`config.mk`:
```
export PLATFORM = sky130hd
export DESIGN_NAME = demux4_stream
export DESIGN_NICKNAME = d
export VERILOG_FILES = /design/src/rtl/demux4_stream.sv
export SDC_FILE = /design/constraint.sdc
export NUM_CORES = 1
export LEC_CHECK = 0
export BUFFER_PORTS_ARGS = -buffer_cell sky130_fd_sc_hd__buf_2
export CORE_MARGIN = 2
export CORE_UTILIZATION = 40
export DETAILED_ROUTE_END_ITERATION = 16
export REMOVE_ABC_BUFFERS = 1
export SETUP_SLACK_MARGIN = 0.4
export SLEW_MARGIN = 5
export SYNTH_ARGS = -nofsm -noshare
export SYNTH_HDL_FRONTEND = slang
export SYNTH_SLANG_ARGS = --single-unit
export TNS_END_PERCENT = 100
```
`constraint.sdc`:
```
create_clock -name clk -period 2.1 [get_ports clk]
set_clock_uncertainty 0.2 [all_clocks]
set_input_delay 0.42 -clock clk [delete_from_list [all_inputs] [get_ports clk]]
set_output_delay 0.42 -clock clk [all_outputs]
set_load 0.01 [all_outputs]
```
`src/rtl/demux4_stream.sv`:
```
// demux4_stream: 1-to-4 stream demultiplexer with a 2-entry FIFO behind each output port.
// Optional per-port delivered-word counters are compiled in when DEMUX4_STATS_EN is defined.
module demux4_stream #(
    parameter int W = 4
) (
    input  logic         clk,
    input  logic         rst_n,
    input  logic         in_valid,
    output logic         in_ready,
    input  logic [W-1:0] in_data,
    input  logic [1:0]   in_sel,
    output logic [3:0]   out_valid,
    input  logic [3:0]   out_ready,
    output logic [W-1:0] out_data0,
    output logic [W-1:0] out_data1,
    output logic [W-1:0] out_data2,
    output logic [W-1:0] out_data3
`ifdef DEMUX4_STATS_EN
    ,
    output logic [7:0]   cnt0,
    output logic [7:0]   cnt1,
    output logic [7:0]   cnt2,
    output logic [7:0]   cnt3
`endif
);

    typedef enum logic [1:0] {
        ST_EMPTY = 2'd0,
        ST_ONE   = 2'd1,
        ST_FULL  = 2'd2
    } fifo_state_e;

    fifo_state_e  state_q [4];
    fifo_state_e  state_d [4];
    logic [W-1:0] head_q  [4];
    logic [W-1:0] head_d  [4];
    logic [W-1:0] tail_q  [4];
    logic [W-1:0] tail_d  [4];
    logic [3:0]   push;
    logic [3:0]   pop;

    // State register: per-port FIFO occupancy plus its two data slots.
    always_ff @(posedge clk or negedge rst_n) begin
        if (!rst_n) begin
            for (int k = 0; k < 4; k++) begin
                state_q[k] <= ST_EMPTY;
                head_q[k]  <= '0;
                tail_q[k]  <= '0;
            end
        end else begin
            for (int k = 0; k < 4; k++) begin
                state_q[k] <= state_d[k];
                head_q[k]  <= head_d[k];
                tail_q[k]  <= tail_d[k];
            end
        end
    end

    // Next-state logic; a push in FULL cannot occur because in_ready blocks it.
    always_comb begin
        for (int k = 0; k < 4; k++) begin
            state_d[k] = state_q[k];
            head_d[k]  = head_q[k];
            tail_d[k]  = tail_q[k];
            case (state_q[k])
                ST_EMPTY: begin
                    if (push[k]) begin
                        state_d[k] = ST_ONE;
                        head_d[k]  = in_data;
                    end
                end
                ST_ONE: begin
                    if (push[k] && pop[k]) begin
                        head_d[k] = in_data;
                    end else if (push[k]) begin
                        state_d[k] = ST_FULL;
                        tail_d[k]  = in_data;
                    end else if (pop[k]) begin
                        state_d[k] = ST_EMPTY;
                    end
                end
                ST_FULL: begin
                    if (pop[k]) begin
                        state_d[k] = ST_ONE;
                        head_d[k]  = tail_q[k];
                    end
                end
                default: begin
                    state_d[k] = ST_EMPTY;
                end
            endcase
        end
    end

    // Output logic: handshakes derive only from registered occupancy.
    always_comb begin
        in_ready  = (state_q[in_sel] != ST_FULL);
        out_valid = '0;
        push      = '0;
        pop       = '0;
        for (int k = 0; k < 4; k++) begin
            out_valid[k] = (state_q[k] != ST_EMPTY);
            pop[k]       = out_valid[k] && out_ready[k];
            push[k]      = in_valid && in_ready && (in_sel == 2'(k));
        end
    end

    assign out_data0 = head_q[0];
    assign out_data1 = head_q[1];
    assign out_data2 = head_q[2];
    assign out_data3 = head_q[3];

`ifdef DEMUX4_STATS_EN
    logic [7:0] cnt_q [4];
    logic [7:0] cnt_d [4];

    // Delivered-word counters saturate rather than wrap.
    always_comb begin
        for (int k = 0; k < 4; k++) begin
            cnt_d[k] = cnt_q[k];
            if (pop[k] && (cnt_q[k] != 8'hFF)) begin
                cnt_d[k] = cnt_q[k] + 8'd1;
            end
        end
    end

    always_ff @(posedge clk or negedge rst_n) begin
        if (!rst_n) begin
            for (int k = 0; k < 4; k++) begin
                cnt_q[k] <= '0;
            end
        end else begin
            for (int k = 0; k < 4; k++) begin
                cnt_q[k] <= cnt_d[k];
            end
        end
    end

    assign cnt0 = cnt_q[0];
    assign cnt1 = cnt_q[1];
    assign cnt2 = cnt_q[2];
    assign cnt3 = cnt_q[3];
`endif

endmodule

```
# Word-level counts from Yosys, hierarchy flattened
# Index checks and enable logic that the tools add are counted.
# word_totals
regBits	40
inputBits	13
out_inout_bits	21
elab_cells	131
# classes
magnitude_cmp	1
eq_ne	32
muxes	43
bitwise_logic	5
reduce_logical	38
# op_table
operator	count
2-to-1 mux 4 bit	12
case mux 4 bit (3 select lines)	4
2-to-1 mux 2 bit	22
inequality test 2 bit (second input constant)	17
AND reduction 4 bit	8
case mux 2 bit (3 select lines)	4
logical AND 1 bit	13
== test 2 bit (second input constant)	6
inequality test 3 bit (second input constant)	4
AND reduction 3 bit	4
nonzero test 3 bit	4
== test 2 x 1 -> 1 bit (second input constant)	5
logical NOT 2 bit	5
nonzero test 2 bit	4
binary-select mux 2 bit (select 2 bit)	1
inverter 1 bit	4
greater-or-equal comparator 3 bit (second input constant)	1
inverter 2 -> 3 bit	1

# Longest topological paths before layout
# Gate-level depths: netlist of run 1.
# depth
depth_word	10
ltp_mapped	5
mapped_depth_nobuf	3

# Worst setup path before layout of run 1
# OpenSTA, ideal clock, no wires.
# synth_path
kind	input to register
from	in in_sel[1]
to	reg tail_q[10] (netlist name)
setup_time_ps	125
t_arrival_ps	1536
t_required_ps	1775
slack_ps	239
path_stages	5
path_buffers	2
cell_sequence	buf_6 > nand4bb_4 > or3b_1 > buf_6 > mux2_4
# synth_between
elab_chain_len	10
elab_cells_between_ends	11
classes_between	2 x eq/ne; 3 x mux; 2 x bitwise; 4 x reduce/logical
# synth_rtl
item	line	rtl
start: declaration	11	input logic [1:0] in_sel,
inverter 2 -> 3 bit (not written as such)	97	in_ready = (state_q[in_sel] != ST_FULL);
binary-select mux 2 bit (select 2 bit)	97	
2-to-1 mux 2 bit (not written as such) (2 in series)	97	
inequality test 2 bit	97	
logical AND 1 bit	104	push[k] = in_valid && in_ready && (in_sel == 2'(k));
logical AND 1 bit *	104	
logical AND 1 bit	73	if (push[k] && pop[k]) begin
inverter 1 bit (no line)	--	
AND reduction 3 bit (no line) *	--	
end signal: indexed assignment	54	tail_q[k] <= tail_d[k];
end: declaration	37	logic [W-1:0] tail_q [4];
# Every way passes the cells marked *; elsewhere a longest branch is shown, timed or not. The select of a mux whose other input is x is not followed.
# A chain may end at the register's enable or synchronous reset.

# Worst setup path after layout of run 1
# layout_path
from	reg state_q[0] (netlist name)
to	out in_ready
# layout_between
elab_chain_len	4
# layout_rtl
item	line	rtl
start: declaration	33	fifo_state_e state_q [4];
start signal: indexed assignment	52	state_q[k] <= state_d[k];
binary-select mux 2 bit (select 2 bit)	97	
2-to-1 mux 2 bit (not written as such) (2 in series)	97	
inequality test 2 bit	97	
end: declaration	9	output logic in_ready,
# No other way between the ends. The select of a mux whose other input is x is not followed.

==> flow_summary_export.csv, run 1 <==
group,metric,value,unit
status,status,"finished, final reports clean",
sta,maxSlewViolCount,0,
global_routing,overflow,0,
logic_synthesis,synthFlopType,"dfrtp_1",
setup_path,slowest_delay,0.49,ns
global_routing,grt_use_total,0.189,
setup_path,critPathRequiredTime,1.48,ns
routing,drc,0,
sta,tightest_slew,0.473,ns
logic_synthesis,synth_largest_area_cell,"dfrtp_1",
placement,portBuffers,33,
run,maxCapViolations,0,
clocking,cts_tree,"done",
setup_path,worstPathArrival,1.47,ns
die,rows,25,
placement,dp_hpwl,3140,microns
logic_synthesis,ys_warn_count,0,
clocking,cts_buffers,5,
die,coreArea,4690,sq um
setup_path,reg2reg_from,"state_q[0]",
sta,holdWs,0.157,ns
die,die_y,73.7,microns
setup_path,crit_chain,"nand2b_4 > mux4_2 > buf_6",
logic_synthesis,ys_seq_area_frac,0.515,
sta,min_period_over_period,0.994,
min_path,hold_start,"out_ready[3]",
global_routing,grt_pass1_wl,7590,microns
clocking,clockBufferDepth,2,
setup_path,critical_path_class,"reg2out",
min_path,hp-class,"in2reg",
clocking,clkSinkCount,40,
sta,fin_setup_tns,0,ns
die,die-area,5430,sq um
global_routing,antenna_found_initial,0,
final_layout,n_antenna_cell,0,
power_and_ir_drop,p_leak,1.10,nW
setup_path,start_kind,"flop",
placement,gp_congestion,0.793,
routing,wl_per_cell,17.7,microns
final_layout,final_common_cell,"dfrtp_1",
setup_path,cp_max_fo,2,
global_routing,grt_pass1_vias,1575,
routing,drtPass1Iterations,4,
logic_synthesis,synth_edf_count,0,
global_routing,grt_start_max_net_pins,25,
logic_synthesis,synth_top_cell_area_share,0.515,
die,ios,34,
final_layout,area_growth,28.7,%
sta,slew_headroom,0.682,
sta,rsz0062_at_grt,"yes",
power_and_ir_drop,p_per_area,859,nW/um^2
die,die_x,73.7,microns
routing,vias,1419,
sta,min_period,2.09,ns
setup_path,end_kind,"output port",
logic_synthesis,synth.distinct_cells,34,
clocking,cts.htree.levels,2,
placement,placed_cells,234,
routing,antenna_left,0,
logic_synthesis,ys_ff_latch,40,
final_layout,drive_gt1_frac,0.587,
sta,fmax,479,MHz
routing,drt-initial-drc-count,67,
routing,finalWirelength,4520,microns
logic_synthesis,synth_area,1940,sq um
routing,viasPerCell,5.56,
final_layout,n_fill_cell,428,
logic_synthesis,synthArstFlopShare,1.00,
die,initial_core_util,0.414,
setup_path,crit_start,"state_q[0]",
final_layout,layout_common_cells,"dfrtp_1, buf_2, mux2_2",
clocking,clkLatencyLatePin,0.29,ns
sta,setup_viol,0,
final_layout,finalNonFillerCells,255,
logic_synthesis,syn_avg_cell_area,13.0,sq um
logic_synthesis,ys_top_cells_by_area,"dfrtp_1, mux2_2, o221a_2, or2_2, mux2_4",
sta,final_hold_viol_count,0,
final_layout,finalNetCount,213,
logic_synthesis,syn_inst,149,
setup_path,crit_slowest_cell,"mux4_2",
setup_path,cpLargestDelayFamily,"multiplexers",
clocking,cts_root_buf,"clkbuf_8",
power_and_ir_drop,ir_drop,0.392,mV
setup_path,critPathBufInv,1,
clocking,path_clk_slew,0.07,ns
synthesized netlist by cell type (all sizes together) (3+ instances only):
master	n
a31oi	4
nor2b	5
buf	3
o221a	8
nand3b	6
or2	12
o32ai	4
o21ai	7
inv	4
nand2	4
dfrtp	40
mux2	24
nand2b	8
layout make-up:
type,count,area (sq um),area share
clock buffer,8,90.1,0.0360
timing repair buffer,47,339,0.136
sequential,40,1000,0.402
multi-input combinational,102,983,0.393
tap,54,67.6,0.0270
inverter,4,15.0,0.00601
sequential cells by signal, indices dropped and copies added, names as in the netlist:
name	cells
out_data3	4
out_data1	4
state_q	8
tail_q	16
out_data2	4
out_data0	4
cell families (layout without fill, tap and decap cells):
group                     count (synthesis)  in the layout  share of synthesized area
xor gates and xnor gates                  2              2                    0.00902
DFF                                      40             40                      0.515
and+or+nand+nor                          44             44                      0.166
muxes                                    26             26                      0.164
AOI/OAI and AO/OA                        30             30                      0.124
buffers and inverters                     7             59                     0.0219
layer usage:
layer | GRT usage | wire [microns]
met2 | 0.330 | 2380
met3 | 0.0508 | 172
met1 | 0.219 | 1880
met5 | 0 | 0
met4 | 0.0727 | 82
worst paths after layout:
path | endpoint | cells past startpoint | slack [ns]
worst max-delay path | in_ready | 3 | 0.01
worst min-delay path | state_q[1] | 2 | 0.16
worst max register to register | out_data3[3] | 6 | 0.14
worst min register to register | tail_q[1] | 1 | 0.31
max in group asynchronous | state_q[5] | 3 | 0.82
min in group asynchronous | state_q[6] | 2 | 0.39
report_power, final:
part	internal (mW)	total, mW	switching, mW
Clock	0.268	0.529	0.261
Combinational	0.330	0.567	0.236
Sequential	0.950	1.05	0.103
Total	1.55	2.15	0.600
timing repair:
action	in CTS	in global routing
hold endpoints to repair	16	0
pin swaps	2	1
setup buffers	10	2
hold buffers	1	0
setup endpoints to repair	13	32
resized for setup	21	10
per-stage QoR:
stage	total power [mW]	setup slack [ns]	instance area, sq um	utilization
after floorplan	1.33	0.324	1910	-
after global placement	1.52	0.148	2170	0.462
after detailed placement	1.54	0.0899	2170	0.462
after CTS	2.14	0.0184	2430	0.519
after global routing	2.27	-0.0127	2500	0.533
final	2.15	0.0117	2500	0.533
No activity file was read; power rests on OpenSTA's default activity.
==> run 2, diff against run 1 <==
--- a/config.mk
+++ b/config.mk
@@ -8,7 +8,9 @@
 export BUFFER_PORTS_ARGS = -buffer_cell sky130_fd_sc_hd__buf_2
 export CORE_MARGIN = 2
 export CORE_UTILIZATION = 40
+export CTS_CLUSTER_DIAMETER = 200
 export DETAILED_ROUTE_END_ITERATION = 16
+export GPL_TIMING_DRIVEN = 0
 export REMOVE_ABC_BUFFERS = 1
 export SETUP_SLACK_MARGIN = 0.4
 export SLEW_MARGIN = 5
==> flow_summary_export.csv, run 2 (synthesized netlist as in run 1, its figures left out) <==
group,metric,value,unit
sta,slew_headroom,0.410,
final_layout,top_regs,"tail_q (16), state_q (8)",
clocking,cts_root_buf,"clkbuf_8",
routing,finalWirelength,4560,microns
die,die_x,73.7,microns
sta,rsz0062_at_grt,"yes",
setup_path,r2r-end,"out_data3[0]",
routing,drc,0,
final_layout,final_common_cell,"dfrtp_1",
global_routing,top_usage_layer,"met2",
sta,maxSlewViolCount,0,
die,die_y,73.7,microns
clocking,hold_buffers,0,
power_and_ir_drop,intPower,1.52,mW
setup_path,worst_r2r_path_depth,5,
setup_path,r2r_setup_slack,0.27,ns
setup_path,critical_path_class,"reg2out",
run,maxCapViolations,0,
final_layout,regMostFlops,"tail_q",
final_layout,n_antenna_cell,0,
power_and_ir_drop,pwr-share-comb,0.275,
sta,min_period_over_period,0.991,
global_routing,grt_start_max_net_pins,41,
placement,dp_hpwl,2900,microns
clocking,clkSinkCount,40,
clocking,path_clk_slew,0.07,ns
global_routing,antenna_found_initial,0,
global_routing,grt_pass1_vias,1485,
routing,drt-initial-drc-count,38,
min_path,hp-class,"in2async",
routing,antenna_left,0,
power_and_ir_drop,sw_frac_of_total,0.282,
clocking,clockBufferDepth,2,
global_routing,grt_use_total,0.176,
placement,placed_area,2150,sq um
power_and_ir_drop,power.switching,595,uW
status,status,"finished, final reports clean",
setup_path,reg2reg_from,"state_q[0]",
clocking,cts.htree.levels,2,
die,ios,34,
sta,holdWs,0.0481,ns
clocking,cts_buffers,5,
final_layout,largest_reg_flops,16,
final_layout,finalNetCount,213,
global_routing,use_met2,0.294,
sta,final_hold_viol_count,0,
power_and_ir_drop,p_clk_frac,0.227,
routing,wl_per_cell,18.0,microns
routing,viasPerCell,5.56,
setup_path,critPathRequiredTime,1.48,ns
sta,fmax,481,MHz
clocking,cts_tree,"done",
final_layout,area_growth,28.8,%
setup_path,start_kind,"flop",
die,rows,25,
final_layout,final_area,2500,sq um
sta,tightest_slew,0.885,ns
global_routing,overflow,0,
clocking,clkLatencyLatePin,0.29,ns
die,die-area,5430,sq um
setup_path,end_kind,"output port",
setup_path,cp_max_fo,2,
die,initial_core_util,0.414,
global_routing,gr-usage-met1,0.212,
routing,drtPass1Iterations,4,
final_layout,layout_common_cells,"dfrtp_1, buf_2, mux2_2",
power_and_ir_drop,power.share.sequential,0.498,
placement,portBuffers,33,
sta,min_period,2.08,ns
power_and_ir_drop,p_leak,1.13,nW
routing,vias,1412,
global_routing,grtUsageMet3,0.0480,
sta,setup_viol,0,
placement,gp_congestion,0.819,
setup_path,worstPathArrival,1.46,ns
global_routing,grt_pass1_wl,7090,microns
power_and_ir_drop,ir_drop,0.426,mV
power_and_ir_drop,p_per_area,844,nW/um^2
final_layout,drive_gt1_frac,0.585,
die,coreArea,4690,sq um
## run 2: cell count changes in the layout (fill, tap and decap cells not counted), moves of 2 or more
cell     change
buf_6        -2
o32ai_1      +2
buf_4        +4
nor2b_2      -3
or2_4        +4
nor2b_4      +3
or2_2        -4
mux2_4       +5
mux2_2       -5
o32ai_2      -2
## run 2: what timing repair did
| action | CTS | global route |
|---|---|---|
| endpoints found under the setup margin | 13 | 29 |
| gates resized for setup | 15 | 25 |
| setup buffers | 8 | 6 |
| hold endpoints to repair | 0 | 0 |
| pin swaps | 3 | 3 |
## run 2: worst max path at each step
stage          startpoint          to
2_1_floorplan  state_q[5]  tail_q[10]
3_3_place_gp    in_sel[1]   tail_q[9]
3_5_place_dp    in_sel[1]  tail_q[11]
4_1_cts        state_q[0]    in_ready
5_1_grt        state_q[0]    in_ready
6_report       state_q[0]    in_ready
## run 2: power groups by stage
stage / registers [mW] / logic (mW) / clock network [mW]
final: 1.05 / 0.581 / 0.480
after global routing: 1.07 / 0.629 / 0.527
after CTS: 1.05 / 0.529 / 0.495
after detailed placement: 1.06 / 0.471 / 0
after global placement: 1.05 / 0.457 / 0
after floorplan: 1.08 / 0.248 / 0
## run 2: layer usage
layer	routed length (microns)	part of all wire	up-vias
li1	-	-	656
met1	1880	0.41	717
met2	2440	0.53	34
met3	175	0.038	5
met4	64	0.014	0
met5	0	0	-
## run 2: per-stage QoR
step | power [mW] | setup TNS, ns | std cells | setup WS, ns | utilization
after global routing | 2.23 | -0.00386 | 254 | -0.00386 | 0.533
final | 2.11 | 0 | 254 | 0.0191 | 0.533
after detailed placement | 1.53 | 0 | 233 | 0.0717 | 0.458
after global placement | 1.51 | 0 | 233 | 0.0946 | 0.458
after CTS | 2.07 | 0 | 248 | 0.0237 | 0.502
after floorplan | 1.33 | 0 | 146 | 0.324 | -
## run 2: worst max-delay path, stage by stage, from the launching register on
cell	delay (ns)
dfrtp_1	0.39
nand2b_4	0.15
mux4_2	0.49
buf_6	0.14
## run 2: area by class of cell
cell class	count	area (sq um)
timing repair buffer	47	317
sequential	40	1000
clock buffer	6	72.6
inverter	4	15.0
fill	430	2190
clock inverter	1	5.00
multi-input combinational	102	1020
tap	54	67.6
==> run 3, diff against run 2 <==
--- a/config.mk
+++ b/config.mk
@@ -12,7 +12,7 @@
 export DETAILED_ROUTE_END_ITERATION = 16
 export GPL_TIMING_DRIVEN = 0
 export REMOVE_ABC_BUFFERS = 1
-export SETUP_SLACK_MARGIN = 0.4
+export SETUP_SLACK_MARGIN = 0.5
 export SLEW_MARGIN = 5
 export SYNTH_ARGS = -nofsm -noshare
 export SYNTH_HDL_FRONTEND = slang
==> flow_summary_export.csv, run 3 (synthesized netlist as in run 1, its figures left out) <==
group,metric,value,unit
clocking,cts_root_buf,"clkbuf_8",
sta,maxSlewViolCount,0,
setup_path,critPathRequiredTime,1.48,ns
routing,wl_per_cell,18.6,microns
placement,gp_congestion,0.819,
status,status,"finished, final reports clean",
power_and_ir_drop,p_leak,1.18,nW
setup_path,end_kind,"output port",
sta,worst_slack,0.0121,ns
global_routing,antenna_found_initial,0,
routing,viasPerCell,5.61,
setup_path,cp_max_fo,2,
final_layout,n_antenna_cell,0,
global_routing,grt_use_total,0.178,
sta,setup_viol,0,
final_layout,regMostFlops,"tail_q",
clocking,cts.htree.levels,2,
placement,portBuffers,33,
clocking,cts_buffers,5,
clocking,path_clk_slew,0.07,ns
final_layout,top_regs,"tail_q (16), state_q (8)",
clocking,cts_tree,"done",
final_layout,largest_reg_flops,16,
sta,fmax,479,MHz
placement,dp_hpwl,2900,microns
min_path,hp-class,"in2async",
clocking,clkSinkCount,40,
global_routing,grt_pass1_wl,7140,microns
clocking,clkLatencyLatePin,0.29,ns
die,die_x,73.7,microns
routing,drt-initial-drc-count,42,
sta,final_hold_viol_count,0,
routing,finalWirelength,4720,microns
die,die_y,73.7,microns
setup_path,critical_path_class,"reg2out",
setup_path,slowest_delay,0.49,ns
die,coreArea,4690,sq um
die,rows,25,
sta,tightest_slew,0.876,ns
sta,rsz0062_at_grt,"yes",
die,ios,34,
run,maxCapViolations,0,
global_routing,grt_start_max_net_pins,41,
final_layout,layout_common_cells,"dfrtp_1, buf_2, mux2_4",
routing,antenna_left,0,
final_layout,final_common_cell,"dfrtp_1",
routing,drc,0,
final_layout,n_fill_cell,413,
die,die-area,5430,sq um
power_and_ir_drop,ir_drop,0.437,mV
placement,dpl_worst_slack,0.0717,ns
global_routing,grt_pass1_vias,1490,
sta,min_period,2.09,ns
power_and_ir_drop,p_per_area,839,nW/um^2
clocking,hold_buffers,0,
final_layout,finalNetCount,213,
setup_path,critPathBufInv,1,
setup_path,worstPathArrival,1.47,ns
routing,drtPass1Iterations,4,
setup_path,start_kind,"flop",
sta,fin_setup_tns,0,ns
placement,placed_area,2150,sq um
die,initial_core_util,0.414,
final_layout,area_growth,32.9,%
routing,vias,1424,
final_layout,drive_gt1_frac,0.610,
final_layout,multi_input_area,1090,sq um
final_layout,regArea,1000,sq um
setup_path,crit_slowest_cell,"mux4_2",
sta,slew_headroom,0.416,
setup_path,crit_chain,"nand2b_4 > mux4_2 > buf_6",
final_layout,final_area,2580,sq um
setup_path,cpLargestDelayFamily,"multiplexers",
clocking,clockBufferDepth,2,
global_routing,overflow,0,
sta,min_period_over_period,0.994,
## run 3: cell counts in the layout (fill, tap and decap cells not counted)
No cell type changed its count.
## run 3: area by class of cell
type | instances | area share
multi-input combinational | 102 | 0.424
sequential | 40 | 0.389
timing repair buffer | 47 | 0.124
clock buffer | 6 | 0.0281
tap | 54 | 0.0262
inverter | 4 | 0.00582
clock inverter | 1 | 0.00194
## run 3: worst paths after layout
path,from,endpoint,slack [ns],depth (start not counted)
worst max-delay path,state_q[0],in_ready,0.01,3
worst min-delay path,rst_n,tail_q[5],0.04,1
worst max register to register,state_q[5],tail_q[8],0.26,4
worst min register to register,tail_q[7],tail_q[7],0.31,1
max in group asynchronous,rst_n,state_q[1],1.06,1
min in group clk,out_ready[2],state_q[3],0.17,2
## run 3: power by group
part / internal (mW) / switching [mW] / total (mW)
registers: 0.951 / 0.107 / 1.06
logic: 0.378 / 0.248 / 0.626
clock network: 0.226 / 0.257 / 0.483
## run 3: through the flow
step                power, mW  hold WS (ns)   util  std cells
detailed placement       1.53         0.287  0.458        233
floorplan                1.33       -0.0756      -        146
finish                   2.17        0.0437  0.550        254
global route             2.28         0.122  0.550        254
global placement         1.51         0.280  0.458        233
CTS                      2.07        0.0750  0.506        248
## run 3: repair_timing
action / in CTS / in global routing
pin swaps: 3 / 8
resized for setup: 21 / 37
endpoints found under the setup margin: 26 / 38
setup buffers: 8 / 6
gates cloned: 0 / 0
## run 3: layer usage
| layer | GRT usage | share of wire | routed length [microns] |
|---|---|---|---|
| met1 | 0.212 | 0.41 | 1960 |
| met2 | 0.300 | 0.53 | 2490 |
| met3 | 0.0480 | 0.043 | 203 |
| met4 | 0.0788 | 0.014 | 64 |
| met5 | 0 | 0 | 0 |
## run 3: worst register-to-register path, cell delays in order (launching register included)
cell,delay [ns]
dfrtp_1,0.43
buf_6,0.15
nand4bb_4,0.20
or3b_4,0.45
mux2_4,0.31
